<file path="src/rtl/mu0_mem_arbiter_pkg.sv">
`default_nettype none
// ============================================================================
//  Module   : mu0_bus_pkg
//  Brief    : Shared types and constants for the MU0 memory-port arbiter.
//  Revision : 1.0  initial release
// ============================================================================
package mu0_bus_pkg;

   // Default bus geometry (word address, data width)
   localparam int ADDR_W_DEF = 12;
   localparam int DATA_W_DEF = 16;

   // Arbiter ownership state
   typedef enum logic [1:0] {
      ST_IDLE     = 2'd0,   // no owner
      ST_CORE     = 2'd1,   // last grant went to the core
      ST_DBG      = 2'd2,   // last grant went to the host, unlocked
      ST_DBG_LOCK = 2'd3    // host holds the bus
   } arb_state_t;

   // Tag identifying which requester an outstanding read belongs to
   typedef logic owner_t;
   localparam owner_t OWN_CORE = 1'b0;
   localparam owner_t OWN_DBG  = 1'b1;

endpackage
`default_nettype wire

</file>
<file path="src/rtl/mu0_mem_arbiter_if.sv">
`default_nettype none
// ============================================================================
//  Module   : mu0_mem_arbiter_if
//  Brief    : Core, debug-host and memory-port signals of the MU0 arbiter.
//             slave = arbiter side, master = requesters plus memory side.
//  Revision : 1.0  initial release
// ============================================================================
interface mu0_mem_arbiter_if
   import mu0_bus_pkg::*;
#(
   parameter int ADDR_W = ADDR_W_DEF,
   parameter int DATA_W = DATA_W_DEF
);
   // Core requester
   logic              core_req;
   logic              core_we;
   logic [ADDR_W-1:0] core_addr;
   logic [DATA_W-1:0] core_wdata;
   logic              core_gnt;
   logic              core_rvalid;
   logic [DATA_W-1:0] core_rdata;
   logic              core_stall;

   // Debug / loader host
   logic              dbg_req;
   logic              dbg_we;
   logic [ADDR_W-1:0] dbg_addr;
   logic [DATA_W-1:0] dbg_wdata;
   logic              dbg_lock;
   logic              dbg_gnt;
   logic              dbg_rvalid;
   logic [DATA_W-1:0] dbg_rdata;

   // MU0_Memory port 0
   logic [ADDR_W-1:0] mem_addr;
   logic [DATA_W-1:0] mem_wdata;
   logic              mem_we;
   logic [DATA_W-1:0] mem_rdata;

   modport slave (
      input  core_req, core_we, core_addr, core_wdata,
      output core_gnt, core_rvalid, core_rdata, core_stall,
      input  dbg_req, dbg_we, dbg_addr, dbg_wdata, dbg_lock,
      output dbg_gnt, dbg_rvalid, dbg_rdata,
      output mem_addr, mem_wdata, mem_we,
      input  mem_rdata
   );

   modport master (
      output core_req, core_we, core_addr, core_wdata,
      input  core_gnt, core_rvalid, core_rdata, core_stall,
      output dbg_req, dbg_we, dbg_addr, dbg_wdata, dbg_lock,
      input  dbg_gnt, dbg_rvalid, dbg_rdata,
      input  mem_addr, mem_wdata, mem_we,
      output mem_rdata
   );

endinterface
`default_nettype wire

</file>
<file path="src/rtl/mu0_rd_return.sv">
`default_nettype none
// ============================================================================
//  Module   : mu0_rd_return
//  Brief    : Read-return path. Remembers which requester issued the read in
//             the previous cycle and steers the memory read data to it; each
//             requester's rdata holds its last delivered word otherwise.
//  Revision : 1.0  initial release
// ============================================================================
module mu0_rd_return
   import mu0_bus_pkg::*;
#(
   parameter int DATA_W = DATA_W_DEF
) (
   input  wire logic              clk,
   input  wire logic              rst,
   input  wire logic              i_rd_issue,
   input  wire owner_t            i_rd_owner,
   input  wire logic [DATA_W-1:0] i_mem_rdata,
   output logic                   o_core_rvalid,
   output logic [DATA_W-1:0]      o_core_rdata,
   output logic                   o_dbg_rvalid,
   output logic [DATA_W-1:0]      o_dbg_rdata
);
   logic              r_pending;
   owner_t            r_owner;
   logic [DATA_W-1:0] r_core_hold;
   logic [DATA_W-1:0] r_dbg_hold;
   logic              w_core_rvalid;
   logic              w_dbg_rvalid;

   assign w_core_rvalid = r_pending & (r_owner == OWN_CORE);
   assign w_dbg_rvalid  = r_pending & (r_owner == OWN_DBG);

   // Memory data is only valid during the return cycle, so pass it straight
   // through then and fall back to the held copy afterwards.
   assign o_core_rvalid = w_core_rvalid;
   assign o_dbg_rvalid  = w_dbg_rvalid;
   assign o_core_rdata  = w_core_rvalid ? i_mem_rdata : r_core_hold;
   assign o_dbg_rdata   = w_dbg_rvalid  ? i_mem_rdata : r_dbg_hold;

   // Track the outstanding read and capture delivered words per owner
   always_ff @(posedge clk or posedge rst) begin
      if (rst) begin
         r_pending   <= 1'b0;
         r_owner     <= OWN_CORE;
         r_core_hold <= '0;
         r_dbg_hold  <= '0;
      end else begin
         r_pending <= i_rd_issue;
         if (i_rd_issue) begin
            r_owner <= i_rd_owner;
         end
         if (w_core_rvalid) begin
            r_core_hold <= i_mem_rdata;
         end
         if (w_dbg_rvalid) begin
            r_dbg_hold <= i_mem_rdata;
         end
      end
   end

endmodule
`default_nettype wire

</file>
<file path="src/rtl/mu0_mem_arbiter.sv">
`default_nettype none
// ============================================================================
//  Module   : mu0_mem_arbiter
//  Brief    : Shares MU0_Memory port 0 between the MU0 core and a debug host.
//             Cycle-by-cycle round-robin or debug-priority arbitration with a
//             core starvation bound, locked host bursts with a forced core
//             slot, and a one-cycle read return to the issuing requester.
//  Revision : 1.0  initial release
// ============================================================================
module mu0_mem_arbiter
   import mu0_bus_pkg::*;
#(
   parameter int ADDR_W       = ADDR_W_DEF,
   parameter int DATA_W       = DATA_W_DEF,
   parameter int DBG_PRIORITY = 0,   // 0 round-robin, 1 host wins ties
   parameter int MAX_WAIT     = 4,   // refusals before the core must win (>=1)
   parameter int LOCK_MAX     = 8    // locked host grants per forced core slot (>=1)
) (
   input  wire logic        Clk,
   input  wire logic        Reset,
   mu0_mem_arbiter_if.slave bus
);
   localparam int c_WAIT_W = $clog2(MAX_WAIT + 1);
   localparam int c_LOCK_W = $clog2(LOCK_MAX + 1);
   localparam logic [c_WAIT_W-1:0] c_WAIT_LIM = c_WAIT_W'(MAX_WAIT);
   localparam logic [c_LOCK_W-1:0] c_LOCK_LIM = c_LOCK_W'(LOCK_MAX);

   arb_state_t        r_state;
   logic              r_last_dbg;     // 1: host was served last, core wins next tie
   logic [c_WAIT_W-1:0] r_wait_cnt;
   logic [c_LOCK_W-1:0] r_lock_cnt;
   logic [ADDR_W-1:0] r_last_addr;
   logic [DATA_W-1:0] r_last_wdata;

   logic              w_core_win;
   logic              w_dbg_win;
   logic              w_core_gnt;
   logic              w_dbg_gnt;
   logic              w_rd_issue;
   owner_t            w_rd_owner;

   // Pick at most one winner from the live requests and the registered state
   always_comb begin
      w_core_win = 1'b0;
      w_dbg_win  = 1'b0;
      if (r_state == ST_DBG_LOCK) begin
         if (bus.core_req && (r_lock_cnt >= c_LOCK_LIM)) begin
            w_core_win = 1'b1;
         end else if (bus.dbg_req) begin
            w_dbg_win = 1'b1;
         end else if (bus.core_req) begin
            w_core_win = 1'b1;
         end
      end else if (bus.core_req && bus.dbg_req) begin
         if (DBG_PRIORITY != 0) begin
            if (r_wait_cnt >= c_WAIT_LIM) begin
               w_core_win = 1'b1;
            end else begin
               w_dbg_win = 1'b1;
            end
         end else if (r_last_dbg) begin
            w_core_win = 1'b1;
         end else begin
            w_dbg_win = 1'b1;
         end
      end else begin
         w_core_win = bus.core_req;
         w_dbg_win  = bus.dbg_req;
      end
   end

   // Reset is asynchronous, so the combinational grants are held off while it
   // is asserted to keep every output quiet during reset.
   assign w_core_gnt = w_core_win & ~Reset;
   assign w_dbg_gnt  = w_dbg_win  & ~Reset;

   assign bus.core_gnt   = w_core_gnt;
   assign bus.dbg_gnt    = w_dbg_gnt;
   assign bus.core_stall = bus.core_req & ~w_core_gnt & ~Reset;

   assign bus.mem_addr  = w_core_gnt ? bus.core_addr  :
                          w_dbg_gnt  ? bus.dbg_addr   : r_last_addr;
   assign bus.mem_wdata = w_core_gnt ? bus.core_wdata :
                          w_dbg_gnt  ? bus.dbg_wdata  : r_last_wdata;
   assign bus.mem_we    = (w_core_gnt & bus.core_we) | (w_dbg_gnt & bus.dbg_we);

   assign w_rd_issue = (w_core_gnt & ~bus.core_we) | (w_dbg_gnt & ~bus.dbg_we);
   assign w_rd_owner = w_dbg_gnt ? OWN_DBG : OWN_CORE;

   // Ownership FSM with round-robin pointer, starvation and lock counters
   always_ff @(posedge Clk or posedge Reset) begin
      if (Reset) begin
         r_state      <= ST_IDLE;
         r_last_dbg   <= 1'b1;
         r_wait_cnt   <= '0;
         r_lock_cnt   <= '0;
         r_last_addr  <= '0;
         r_last_wdata <= '0;
      end else begin
         // Starvation counter: saturating count of refused core cycles
         if (w_core_win) begin
            r_wait_cnt <= '0;
         end else if (bus.core_req && (r_wait_cnt < c_WAIT_LIM)) begin
            r_wait_cnt <= r_wait_cnt + c_WAIT_W'(1);
         end

         if (w_core_win) begin
            r_last_addr  <= bus.core_addr;
            r_last_wdata <= bus.core_wdata;
            r_last_dbg   <= 1'b0;
            r_lock_cnt   <= '0;
            // A forced slot inside a still-locked burst returns to the lock
            if ((r_state == ST_DBG_LOCK) && bus.dbg_req && bus.dbg_lock) begin
               r_state <= ST_DBG_LOCK;
            end else begin
               r_state <= ST_CORE;
            end
         end else if (w_dbg_win) begin
            r_last_addr  <= bus.dbg_addr;
            r_last_wdata <= bus.dbg_wdata;
            r_last_dbg   <= 1'b1;
            if (bus.dbg_lock) begin
               r_state <= ST_DBG_LOCK;
               if (r_state != ST_DBG_LOCK) begin
                  r_lock_cnt <= c_LOCK_W'(1);
               end else if (r_lock_cnt < c_LOCK_LIM) begin
                  r_lock_cnt <= r_lock_cnt + c_LOCK_W'(1);
               end
            end else begin
               r_state    <= ST_DBG;
               r_lock_cnt <= '0;
            end
         end else begin
            r_state    <= ST_IDLE;
            r_lock_cnt <= '0;
         end
      end
   end

   mu0_rd_return #(
      .DATA_W (DATA_W)
   ) u_rd_return (
      .clk           (Clk),
      .rst           (Reset),
      .i_rd_issue    (w_rd_issue),
      .i_rd_owner    (w_rd_owner),
      .i_mem_rdata   (bus.mem_rdata),
      .o_core_rvalid (bus.core_rvalid),
      .o_core_rdata  (bus.core_rdata),
      .o_dbg_rvalid  (bus.dbg_rvalid),
      .o_dbg_rdata   (bus.dbg_rdata)
   );

endmodule
`default_nettype wire

</file>
<file path="src/flat_wrapper.sv">
// flat-port wrapper written by rule: the top's interface ports become plain ports
module mu0_mem_arbiter_flat import mu0_bus_pkg::*;
#(
   parameter int ADDR_W       = ADDR_W_DEF,
   parameter int DATA_W       = DATA_W_DEF,
   parameter int DBG_PRIORITY = 0,                                     
   parameter int MAX_WAIT     = 4,                                             
   parameter int LOCK_MAX     = 8                                                    
)
  (Clk, Reset, bus_core_req, bus_core_we, bus_core_addr, bus_core_wdata, bus_core_gnt, bus_core_rvalid, bus_core_rdata, bus_core_stall, bus_dbg_req, bus_dbg_we, bus_dbg_addr, bus_dbg_wdata, bus_dbg_lock, bus_dbg_gnt, bus_dbg_rvalid, bus_dbg_rdata, bus_mem_addr, bus_mem_wdata, bus_mem_we, bus_mem_rdata);
  mu0_mem_arbiter_if #(.ADDR_W(ADDR_W), .DATA_W(DATA_W)) bus_i ();
  input  wire logic Clk;
  input  wire logic Reset;
  input wire logic [$bits(bus_i.core_req)-1:0] bus_core_req;
  input wire logic [$bits(bus_i.core_we)-1:0] bus_core_we;
  input wire logic [$bits(bus_i.core_addr)-1:0] bus_core_addr;
  input wire logic [$bits(bus_i.core_wdata)-1:0] bus_core_wdata;
  output wire logic [$bits(bus_i.core_gnt)-1:0] bus_core_gnt;
  output wire logic [$bits(bus_i.core_rvalid)-1:0] bus_core_rvalid;
  output wire logic [$bits(bus_i.core_rdata)-1:0] bus_core_rdata;
  output wire logic [$bits(bus_i.core_stall)-1:0] bus_core_stall;
  input wire logic [$bits(bus_i.dbg_req)-1:0] bus_dbg_req;
  input wire logic [$bits(bus_i.dbg_we)-1:0] bus_dbg_we;
  input wire logic [$bits(bus_i.dbg_addr)-1:0] bus_dbg_addr;
  input wire logic [$bits(bus_i.dbg_wdata)-1:0] bus_dbg_wdata;
  input wire logic [$bits(bus_i.dbg_lock)-1:0] bus_dbg_lock;
  output wire logic [$bits(bus_i.dbg_gnt)-1:0] bus_dbg_gnt;
  output wire logic [$bits(bus_i.dbg_rvalid)-1:0] bus_dbg_rvalid;
  output wire logic [$bits(bus_i.dbg_rdata)-1:0] bus_dbg_rdata;
  output wire logic [$bits(bus_i.mem_addr)-1:0] bus_mem_addr;
  output wire logic [$bits(bus_i.mem_wdata)-1:0] bus_mem_wdata;
  output wire logic [$bits(bus_i.mem_we)-1:0] bus_mem_we;
  input wire logic [$bits(bus_i.mem_rdata)-1:0] bus_mem_rdata;
  assign bus_i.core_req = bus_core_req;
  assign bus_i.core_we = bus_core_we;
  assign bus_i.core_addr = bus_core_addr;
  assign bus_i.core_wdata = bus_core_wdata;
  assign bus_core_gnt = bus_i.core_gnt;
  assign bus_core_rvalid = bus_i.core_rvalid;
  assign bus_core_rdata = bus_i.core_rdata;
  assign bus_core_stall = bus_i.core_stall;
  assign bus_i.dbg_req = bus_dbg_req;
  assign bus_i.dbg_we = bus_dbg_we;
  assign bus_i.dbg_addr = bus_dbg_addr;
  assign bus_i.dbg_wdata = bus_dbg_wdata;
  assign bus_i.dbg_lock = bus_dbg_lock;
  assign bus_dbg_gnt = bus_i.dbg_gnt;
  assign bus_dbg_rvalid = bus_i.dbg_rvalid;
  assign bus_dbg_rdata = bus_i.dbg_rdata;
  assign bus_mem_addr = bus_i.mem_addr;
  assign bus_mem_wdata = bus_i.mem_wdata;
  assign bus_mem_we = bus_i.mem_we;
  assign bus_i.mem_rdata = bus_mem_rdata;
  mu0_mem_arbiter #(.ADDR_W(ADDR_W), .DATA_W(DATA_W), .DBG_PRIORITY(DBG_PRIORITY), .MAX_WAIT(MAX_WAIT), .LOCK_MAX(LOCK_MAX)) u_core (.Clk(Clk), .Reset(Reset), .bus(bus_i));
endmodule
</file>
<file path="config.mk">
export PLATFORM = sky130hd
export DESIGN_NAME = mu0_mem_arbiter_flat
export DESIGN_NICKNAME = d
export VERILOG_FILES = /design/src/rtl/mu0_mem_arbiter_pkg.sv /design/src/rtl/mu0_mem_arbiter_if.sv /design/src/rtl/mu0_rd_return.sv /design/src/rtl/mu0_mem_arbiter.sv /design/src/flat_wrapper.sv
export SDC_FILE = /design/constraint.sdc
export NUM_CORES = 1
export LEC_CHECK = 0
export CORE_MARGIN = 10
export CORE_UTILIZATION = 48
export DETAILED_ROUTE_END_ITERATION = 10
export GPL_TIMING_DRIVEN = 0
export PLACE_DENSITY = 0.85
export SLEW_MARGIN = 20
export SYNTH_ARGS = -nofsm -noshare
export SYNTH_HDL_FRONTEND = slang
export SYNTH_SLANG_ARGS = --single-unit
</file>
<file path="constraint.sdc">
create_clock -name Clk -period 4.6 [get_ports Clk]
set_clock_uncertainty 0.15 [all_clocks]
set_input_delay 0.69 -clock Clk [delete_from_list [all_inputs] [get_ports Clk]]
set_output_delay 0.69 -clock Clk [all_outputs]
set_load 0.1 [all_outputs]
</file>
---- Word-level counts from Yosys, hierarchy flattened ----
Cells that the tools add are included.
storage, ports and cells
  bits of input ports ..................... 79
  register bits ........................... 69
cells by class
  multiplexer cells ....................... 33
  bitwise gates (word level) .............. 17
  eq/ne operators ......................... 3
  add/sub/neg operators ................... 1
  reductions and logical operators ........ 5
  magnitude comparators ................... 2
operator list
  operator               count
  $mux W16               6
  $mux W12               4
  $mux W4                5
  $mux W1                15
  $and A1 B1 Y1          10
  $mux W2                3
  $ne A5 B4 Y1 const B   1
  $not A1 Y1             5
  $add A4 B1 Y4 const B  1
  $ge A4 B4 Y1 const B   1
  $logic_and A1 B1 Y1    4
  $lt A4 B4 Y1 const B   1
  $eq A2 B2 Y1 const B   1
  $ne A2 B2 Y1 const B   1
  $or A1 B1 Y1           2
  $reduce_bool A2 Y1     1

---- Longest topological paths before layout ----
  word-level depth ........................ 8
  gate-level depth with buffers ........... 6
  mapped depth without buffers ............ 4

---- By module ----
A second synthesis with hierarchy kept.
second synthesis, totals
  cells, all modules ...................... 445
  area, all modules ....................... 4420.5 sq um
by module, submodules not included
  module           area an instance (sq um)  cells each  instances
  mu0_mem_arbiter  3099.2                    370         1
  mu0_rd_return    1321.3                    75          1

---- Least setup slack after synthesis ----
OpenSTA, ideal clock, no wires.
  path type ............................... input -> output
  start ................................... input port bus_core_req
  end ..................................... output port bus_core_stall
  stages .................................. 5
  data required time ...................... 3760 ps
  setup slack ............................. 279 ps
  arrival time ............................ 3481 ps
  cell sequence ........................... buf_2 > nand4_1 > clkbuf_1 > o211ai_1 > nor3_1
between the ends
  word-level cells in the longest chain between the ends .. 8
  elaborated cells between the ends (all ways) .. 11
ends and longest elaborated chain
  item                           RTL line               text
  from (decl)                    flat_wrapper.sv:14     input wire logic [$bits(bus_i.core_req)-1:0] bus_core_req;
  $mux W1                        mu0_mem_arbiter.sv:51  end else if (bus.core_req) begin
  $mux W1                        mu0_mem_arbiter.sv:49  end else if (bus.dbg_req) begin
  $mux W1                        mu0_mem_arbiter.sv:47  if (bus.core_req && (r_lock_cnt >= c_LOCK_LIM)) begin
  $mux W1                        mu0_mem_arbiter.sv:46  if (r_state == ST_DBG_LOCK) begin
  $and A1 B1 Y1                  mu0_mem_arbiter.sv:74  assign w_core_gnt = w_core_win & ~Reset;
  $not A1 Y1                     mu0_mem_arbiter.sv:79  assign bus.core_stall = bus.core_req & ~w_core_gnt & ~Reset;
  $and A1 B1 Y1 * (2 in series)  mu0_mem_arbiter.sv:79
  to (decl)                      flat_wrapper.sv:21     output wire logic [$bits(bus_i.core_stall)-1:0] bus_core_stall;
Every way passes the cells marked *; elsewhere a longest branch is shown, timed or not.

---- Worst setup path after layout ----
  start ................................... input port bus_dbg_req
  end ..................................... output port bus_mem_wdata[7]
between the ends
  word-level cells in the longest chain between the ends .. 6
  elaborated cells between the ends (all ways) .. 13
ends and longest elaborated chain
  item                                            RTL line                                      text
  from (decl)                                     flat_wrapper.sv:22                            input wire logic [$bits(bus_i.dbg_req)-1:0] bus_dbg_req;
  $mux W1 or $logic_and A1 B1 Y1 (tied branches)  mu0_mem_arbiter.sv:49, mu0_mem_arbiter.sv:54
  $mux W1 (on tied branches)                      mu0_mem_arbiter.sv:47, mu0_mem_arbiter.sv:54
  $mux W1                                         mu0_mem_arbiter.sv:46
  $and A1 B1 Y1                                   mu0_mem_arbiter.sv:75                         assign w_dbg_gnt = w_dbg_win & ~Reset;
  $mux W16                                        mu0_mem_arbiter.sv:84                         w_dbg_gnt ? bus.dbg_wdata : r_last_wdata;
  $mux W16 *                                      mu0_mem_arbiter.sv:83                         assign bus.mem_wdata = w_core_gnt ? bus.core_wdata :
  to (decl)                                       flat_wrapper.sv:31                            output wire logic [$bits(bus_i.mem_wdata)-1:0] bus_mem_wdata;
Marks and branches as above.

==> impl_metrics.csv <==
group,metric,value,unit
grt,grt_max_degree,61,
cts,post_cts_resized,0,
sta,rsz0062_at_grt,"false",
critical_path,cp_top_family,"buffers and inverters",
sta,worst_slew_pin_slew,1020,ps
layout,drive_gt1_frac,0.119,
place,gp_congestion,0.898,
cts,ctsHoldBuffers,0,
synth,synth_top_cell_by_area,"dfrtp_1",
cts,cts-buffers-inserted,9,
synth,ys_seq_elements,69,
critical_path,slowest_stage,"clkdlybuf4s50_1",
cts,cts_htree_levels,3,
grt,track_usage,0.209,
critical_path,crit_buf_inv,3,
floorplan,io_pins,145,
layout,multi_input_area,0.00169,mm2
grt,grt_pass1_vias,3754,
cts,cts.sinks,69,
power_and_ir_drop,leakagePower,0.00233,uW
critical_path,path_cells,"buf_2 -> o21bai_1 -> clkbuf_1 -> nand2_1 -> o221ai_1 -> clkdlybuf4s50_1",
grt,grt-ovfl-total,0,
synth,synth.area.top_cells,"dfrtp_1 (46%), mux2_2 (9.7%), a221o_1 (7.5%), o2111ai_1 (6.6%), o221ai_1 (6.6%)",
layout,seqCellArea,0.00173,mm2
layout,n_antenna_cell,0,
synth,ys.warnings.count,0,
cts,cts_root_buf,"clkbuf_8",
critical_path,cp.arrival,3500,ps
routing,remaining_drc_errors,0,
floorplan,fp.coreArea,0.00761,mm2
sta,setup_ws,264,ps
routing,drt_iter0_markers,309,
critical_path,required,3760,ps
routing,finalWirelength,12500,um
worst_hold_path,hold_class,"in2async",
synth,ys_seq_area_frac,0.465,
floorplan,die_w,108,um
sta,setup_viol,0,
synth,syn-num-nets,437,
layout,final_area,0.00552,mm2
layout,area_delta_synth_final,48.8,%
floorplan,die_h,108,um
routing,drt-vias-per-instance,5.89,
synth,ys_async_sr_fraction,1.00,
place,portBuffers,141,
sta,fmax,231,MHz
synth,synthCells,356,
sta,timing.final.crit_share,0.943,
synth,yosysTopAreaCellShare,0.458,
critical_path,crit_type,"in2out",
cts,cts_buffer_depth,2,
cts,clock_latency,330,ps
sta,hold_violations,0,
synth,synth_cell_types,37,
layout,utilization,0.726,
power_and_ir_drop,power,3340,uW
synth,syn_area,0.00371,mm2
sta,slew_headroom,0.320,
grt,grt_pass1_wl,19500,um
floorplan,fp-row-count,32,
sta,finalMaxSlewViolations,0,
place,dp_hpwl,9440,um
layout,nets,590,
power_and_ir_drop,pwr_density_cell,605,mW/mm2
critical_path,cp_slowest_stage_delay,1190,ps
floorplan,initial_core_util,0.488,
routing,vias,3628,
cts,clk_pin_slew,70,ps
routing,ant_nets,0,
layout,fillers,552,
place,pre_cts_ws,377,ps
place,place_area,0.00528,mm2
routing,routedWlPerCell,20.3,um
status,status,"finished, final reports clean",
critical_path,crit_path_end_kind,"output port",
routing,dr.pass1.iters,5,
floorplan,die_area,0.0117,mm2
synth,synth.most_common_cell,"dfrtp_1",
synth,synth_edf_count,0,
synth,synth_commonest_cells,"dfrtp_1 (68), inv_1 (36), nand2_1 (36)",
cts,post_cts_buffers,0,
cts,tritoncts,"done",
power_and_ir_drop,vdd_drop_max,0.246,mV
synth,synth-main-ff-cell,"dfrtp_1",
synth,synth.avg_cell_area,10.4,um2
sta,period_needed,4340,ps
critical_path,startpoint_type,"primary input",
grt,antenna_found_initial,0,
critical_path,critPathMaxFanout,10,
flow_run,drv_cap,0,
## kinds of logic (layout without fill, tap and decap cells)
group,count (synthesis),after routing,synth area share
AO/OA/AOI/OAI,101,101,0.242
XOR/XNOR,1,1,0.00236
adder cells (fa/ha/maj),2,2,0.00674
buffers and inverters,72,230,0.0805
flip-flops,69,69,0.465
multiplexers,32,32,0.0971
AND/OR/NAND/NOR,79,79,0.106
## cells in the final DEF (no fill, tap or decap), types with 2 or more instances in the layout
cell / n
a21oi_1: 3
a221o_1: 28
and2_1: 29
buf_2: 5
buf_6: 3
bufinv_16: 2
clkbuf_1: 26
clkbuf_8: 12
clkdlybuf4s50_1: 141
dfrtp_1: 68
ha_1: 2
inv_1: 35
mux2_2: 32
nand2_1: 36
nand2b_1: 2
nand3_1: 3
nor2_1: 4
o2111ai_1: 28
o211ai_1: 3
o221ai_1: 28
## path summary, 6_finish.rpt
path | from | endpoint | slack, ps | depth (start not counted)
max | bus_dbg_req | bus_mem_wdata[7] | 260 | 6
min | Reset | u_core.r_last_wdata[7]$_DFFE_PP0P_ | 240 | 2
max reg2reg | u_core.r_last_dbg$_DFFE_PP1P_ | u_core.r_last_addr[5]$_DFFE_PP0P_ | 2560 | 4
min reg2reg | u_core.r_last_dbg$_DFFE_PP1P_ | u_core.r_last_dbg$_DFFE_PP1P_ | 350 | 2
max in group asynchronous | Reset | u_core.r_last_dbg$_DFFE_PP1P_ | 3490 | 3
min in group Clk | u_core.r_last_dbg$_DFFE_PP1P_ | u_core.r_last_dbg$_DFFE_PP1P_ | 350 | 2
## area by class of cell
class,instances,share of cell area
sequential,69,0.313
multi-input combinational,215,0.305
clock inverter,4,0.0140
timing repair buffer,142,0.260
inverter,37,0.0256
clock buffer,12,0.0299
tap,102,0.0231
buffer,35,0.0290
## power breakdown
part / internal (uW) / total, uW / switching [uW]
Sequential: 759 / 807 / 48.6
Combinational: 486 / 1950 / 1470
Clock: 353 / 583 / 231
Total: 1600 / 3340 / 1750
## metal layers
metal	part of all wire	up-vias	wire [um]	GRT usage
li1	-	1645	-	-
met1	0.41	1764	5080	0.251
met2	0.48	198	6000	0.342
met3	0.095	21	1180	0.0607
met4	0.019	0	239	0.0859
met5	0	-	0	0
## metrics by stage
step	std cells	hold slack [ps]	setup TNS (ps)
after floorplan	356	317	0
after global placement	599	326	-612
after detailed placement	600	332	0
after CTS	616	235	0
after global routing	616	281	0
final	616	244	0
## flip-flops by register name (all words and copies together), names as in the netlist
register                        flops
u_core.u_rd_return.r_dbg_hold      16
u_core.r_last_dbg                   1
u_core.r_lock_cnt                   4
u_core.r_state                      2
u_core.u_rd_return.r_owner          1
u_core.u_rd_return.r_core_hold     16
u_core.r_last_addr                 12
u_core.r_last_wdata                16
u_core.u_rd_return.r_pending        1
Note: power is estimated with default switching activity, not from simulation.
